`src/rtl/mem_wb_skid_reg_pkg.sv`:
```
// Shared types for the MEM/WB skid register:
// FSM state encoding and the default-width payload record.
package mem_wb_skid_reg_pkg;

  localparam int DATA_W_DEF = 32;
  localparam int DEST_W_DEF = 4;

  // Encoding doubles as the occupancy count.
  typedef enum logic [1:0] {
    EMPTY = 2'd0,
    ONE   = 2'd1,
    FULL  = 2'd2
  } state_t;

  typedef struct packed {
    logic                  wb_en;
    logic                  mem_r_en;
    logic [DEST_W_DEF-1:0] dest;
    logic [DATA_W_DEF-1:0] alu_res;
    logic [DATA_W_DEF-1:0] mem_data;
  } payload_t;

endpackage

```
`src/rtl/mem_wb_skid_reg_payload.sv`:
```
// Enable-loaded payload register, cleared
// asynchronously by rst.
module stage_payload_reg #(
  parameter int W = 8
) (
  input  logic         clk,
  input  logic         rst,
  input  logic         en,
  input  logic [W-1:0] d,
  output logic [W-1:0] q
);

  always_ff @(posedge clk or posedge rst) begin
    if (rst) begin
      q <= '0;
    end else if (en) begin
      q <= d;
    end
  end

endmodule

```
`src/rtl/mem_wb_skid_reg.sv`:
```
// MEM/WB pipeline register as a 2-entry skid
// buffer with writeback forwarding from the head.
module mem_wb_skid_reg
  import mem_wb_skid_reg_pkg::*;
#(
  parameter int DATA_W = DATA_W_DEF,
  parameter int DEST_W = DEST_W_DEF
) (
  input  logic              clk,
  input  logic              rst,
  input  logic              flush,
  input  logic              in_valid,
  output logic              in_ready,
  input  logic              in_wb_en,
  input  logic              in_mem_r_en,
  input  logic [DEST_W-1:0] in_dest,
  input  logic [DATA_W-1:0] in_alu_res,
  input  logic [DATA_W-1:0] in_mem_data,
  output logic              out_valid,
  input  logic              out_ready,
  output logic              out_wb_en,
  output logic              out_mem_r_en,
  output logic [DEST_W-1:0] out_dest,
  output logic [DATA_W-1:0] out_alu_res,
  output logic [DATA_W-1:0] out_mem_data,
  output logic              fwd_en,
  output logic [DEST_W-1:0] fwd_dest,
  output logic [DATA_W-1:0] fwd_value,
  output logic [1:0]        occupancy
);

  localparam int PW = 2 + DEST_W + 2 * DATA_W;

  state_t state_q, state_d;

  logic          in_fire, out_fire;
  logic          main_en, skid_en, main_from_skid;
  logic [PW-1:0] in_pl, main_d, main_q, skid_q;
  logic          main_wb, main_mr;

  assign in_ready  = (state_q != FULL);
  assign out_valid = (state_q != EMPTY);
  assign in_fire   = in_valid & in_ready;
  assign out_fire  = out_valid & out_ready;

  assign in_pl = {in_wb_en, in_mem_r_en, in_dest,
                  in_alu_res, in_mem_data};

  always_ff @(posedge clk or posedge rst) begin
    if (rst) begin
      state_q <= EMPTY;
    end else begin
      state_q <= state_d;
    end
  end

  always_comb begin
    state_d = state_q;
    if (flush) begin
      state_d = EMPTY;
    end else begin
      case (state_q)
        EMPTY: if (in_fire) state_d = ONE;
        ONE: begin
          if (in_fire && !out_fire) state_d = FULL;
          else if (!in_fire && out_fire) state_d = EMPTY;
        end
        FULL: if (out_fire) state_d = ONE;
        default: state_d = EMPTY;
      endcase
    end
  end

  // Flush suppresses every load; payload simply holds.
  always_comb begin
    main_en        = 1'b0;
    skid_en        = 1'b0;
    main_from_skid = 1'b0;
    if (!flush) begin
      case (state_q)
        EMPTY: main_en = in_fire;
        ONE: begin
          main_en = in_fire & out_fire;
          skid_en = in_fire & ~out_fire;
        end
        FULL: begin
          main_en        = out_fire;
          main_from_skid = 1'b1;
        end
        default: ;
      endcase
    end
  end

  assign main_d = main_from_skid ? skid_q : in_pl;

  stage_payload_reg #(.W(PW)) u_main (
    .clk (clk),
    .rst (rst),
    .en  (main_en),
    .d   (main_d),
    .q   (main_q)
  );

  stage_payload_reg #(.W(PW)) u_skid (
    .clk (clk),
    .rst (rst),
    .en  (skid_en),
    .d   (in_pl),
    .q   (skid_q)
  );

  assign {main_wb, main_mr, out_dest,
          out_alu_res, out_mem_data} = main_q;

  assign out_wb_en    = main_wb & out_valid;
  assign out_mem_r_en = main_mr & out_valid;

  assign fwd_en    = out_valid & out_wb_en;
  assign fwd_dest  = out_dest;
  assign fwd_value = out_mem_r_en ? out_mem_data
                                  : out_alu_res;
  assign occupancy = state_q;

endmodule
```
`config.mk`:
```
export PLATFORM = sky130hd
export DESIGN_NAME = mem_wb_skid_reg
export DESIGN_NICKNAME = d
export VERILOG_FILES = /design/src/rtl/mem_wb_skid_reg_pkg.sv /design/src/rtl/mem_wb_skid_reg_payload.sv /design/src/rtl/mem_wb_skid_reg.sv
export SDC_FILE = /design/constraint.sdc
export NUM_CORES = 1
export LEC_CHECK = 0
export CELL_PAD_IN_SITES_DETAIL_PLACEMENT = 2
export CELL_PAD_IN_SITES_GLOBAL_PLACEMENT = 2
export CORE_MARGIN = 2
export CORE_UTILIZATION = 33
export CTS_CLUSTER_SIZE = 28
export DETAILED_ROUTE_END_ITERATION = 10
export GPL_TIMING_DRIVEN = 0
export PLACE_DENSITY_LB_ADDON = 0.12
export SYNTH_ARGS = -nofsm -noshare
export SYNTH_HDL_FRONTEND = slang
export SYNTH_SLANG_ARGS = --single-unit
```
`constraint.sdc`:
```
create_clock -name clk -period 6.5 [get_ports clk]
set_input_delay 1.3 -clock clk [delete_from_list [all_inputs] [get_ports clk]]
set_output_delay 1.3 -clock clk [all_outputs]
set_load 0.01 [all_outputs]
```
==> results by group <==
Pwr
  – Max IR drop VDD: approximately 0.00017 V
  – Leak: 4.18 nW
  – Pwr per Cell Area: about 330 mW/mm^2
  – Overall power: 3.27 mW

Synth
  – Top-count cell post-synth: mux2_2
  – Top post-synthesis cells by count: mux2_2, dfrtp_1, buf_4, mux2_1, buf_2
  – Area contributors post-synth: dfrtp_1, mux2_2, buf_4, mux2_1, buf_2
  – Cells after Synth: 506
  – Dominant cell type by area after synthesis: dfrtp_1
  – Mapped Area: 0.00717 sq mm
  – EDFF count, synth: 0
  – Mean Syn Cell Area: 14.2 sq um
  – Synthesized Nets: 583
  – Top FF cell, synth: dfrtp_1
  – Async SR Flop Fraction: 100%
  – Yosys warns: 0
  – Synthesized flop and latch total: 142
  – Share of the synthesized area in the top cell type: 49.5%
  – Sequential fraction of the synthesis area: 49.5%
  – Count of cell types in the netlist: 20

Clock tree
  – CTS Buf Count: 17
  – Buffers inserted by post-CTS timing repair: 0
  – Clock latency on the worst-skew pair: about 420 ps
  – H-Tree Depth: 4
  – Root buf cell: clkbuf_16
  – Max Root-Sink Buffers: 2
  – # hold bufs at CTS: 0
  – Post-CTS sizing: 0
  – CTS tree: yes
  – CTS clock-pin slew for the worst setup and hold paths: 50 ps
  – Clock Sinks: approximately 140

Floorplanning
  – Top Ports: 186
  – Chip height: 151 microns
  – Core area: 0.0212 sq mm
  – Starting Density: about a third
  – Cell Rows: 53
  – Die X: 151 microns
  – Die ar.: 0.0229 sq mm

Routing
  – Via count: about 4,600
  – 1st-pass router iterations: 3
  – Via density: approximately 4.7
  – DRT Wirelength: 19,000 microns
  – Post-route DRC violation count: 0
  – Initial DRC Count: 84
  – WL/cell: between 15 and 20 microns
  – Final antenna-violating net count: 0

Worst setup path
  – Worst Setup SP: occupancy[0]
  – Crit. End Element: primary output
  – Worst R2R Start: occupancy[0]
  – Worst EP required: approximately 5200 ps
  – CP Max Fanout: 10
  – Startpoint Class: register
  – CP Class: reg -> out
  – Critical Path AT: 2780 ps

Min path
  – Hold_sp: u_skid.q[29]
  – Hold Path Class: reg -> reg

Status
  – Status: finished, final reports clean

Timing
  – Count of pins over their slew limit: 0
  – PnR worst setup slack: ~2400 ps
  – Min Hold Slack: 501 ps
  – Final count of negative-setup-slack endpoints: 0
  – Worst slew pin tran: 836 ps
  – Final period utilization: 62.8%
  – RSZ-0062 raised after global routing: false
  – Final hold violations: 0
  – Max_slew headroom: 44.0%
  – Final Critical Period: 4080 ps
  – TNS Setup: 0 ps
  – Clock Skew: 8.72 ps
  – Fmax: 245 MHz

Cells and area
  – Share of cells above drive strength 1: 49.0%
  – Fill cell total of the finished layout: 2,059
  – Number of diodes: 0
  – Area delta synth->final: 38.6%
  – Final Net Count: 787
  – Layout Cells excl Fill: 995

Place
  – Placed cells: 966
  – Post-DP HPWL: between 10,000 and 15,000 microns
  – Pre-CTS setup slack: 2810 ps
  – Final Wtd Congestion: 0.685
  – Port bufs: approximately 180

Global routing
  – Initial antenna violation count: 0
  – Largest net degree at the start of global routing: 95
  – GRT Util Overall: around 18%
  – First-pass GRT wire length: 30,100 microns
  – GRT overflow: 0
  – Vias in the first global route: 5,360

Flow run
  – Max-cap violations: 0
[placed cells by master (no fill, tap or decap), drive strengths merged]
cell / count
inv: 4
nor2b: 2
clkbuf: 22
nor3b: 2
o32ai: 1
o22a: 2
nor2: 3
mux2: 242
o21ai: 1
buf: 99
nand2b: 3
nand2: 1
bufinv: 2
mux2i: 1
and2: 1
clkinv: 5
clkdlybuf4s50: 184
dfrtp: 142
clkinvlp: 1
ha: 2
[worst paths after layout]
kind                                  to  slack [ps]  cells after the start
max                        fwd_value[30]        2420                      5
min                         u_skid.q[29]         500                      1
max reg2reg                 u_skid.q[17]        3780                      8
min reg2reg                 u_skid.q[29]         500                      1
max in group asynchronous   u_skid.q[34]        4350                      3
min in group asynchronous   u_skid.q[21]        1310                      2
[sequential cells by signal, indices dropped and copies added, names as in the netlist]
register and flops:
u_main.q 70, occupancy 2, u_skid.q 70
[report_power, final]
group / total, mW / switching [mW] / internal (mW)
Combinational: 1.04 / 0.339 / 0.699
Sequential: 1.30 / 0.161 / 1.13
Clock: 0.938 / 0.363 / 0.575
[cell type report]
| type | instances | area, sq um | share of cell area (%) |
|---|---|---|---|
| flip-flops and latches | 142 | 3550 | 35.7 |
| well taps | 275 | 344 | 3.46 |
| multi-input cells | 261 | 2880 | 29.0 |
| inverters | 4 | 20.0 | 0.201 |
| clock buffers | 21 | 460 | 4.63 |
| plain buffers | 99 | 721 | 7.25 |
| clock inverters | 8 | 92.6 | 0.931 |
| repair buffers | 185 | 1870 | 18.8 |
[metal layers]
metal  track usage [%]  wire, microns  vias to the layer above
met4              5.56            271                        0
met5                 0              0                        -
met1              21.7           8050                     2389
li1                  -              -                     2115
met2              30.6           9880                      110
met3              3.49            836                       18
[critical path, cell delays in order (launching register included)]
cell	delay, ps
dfrtp_1	370
buf_2	180
o21ai_1	500
buf_2	440
mux2_2	380
clkdlybuf4s50_1	490
[metrics by stage]
stage / util [%] / instance area [sq um]
3_3_place_gp: 44.2 / 9360
4_1_cts: 47.0 / 9940
3_5_place_dp: 44.4 / 9390
5_1_grt: 47.0 / 9940
6_report: 47.0 / 9940
2_1_floorplan: - / 7170
[kinds of logic after synthesis]
kind of cell | synth area share, %
adders and majority gates | 0.349
DFF | 49.5
and+or+nand+nor | 1.19
buffers and inverters | 10.3
muxes | 38.1
AOI/OAI and AO/OA | 0.541
Power figures use the tool's default switching activity.
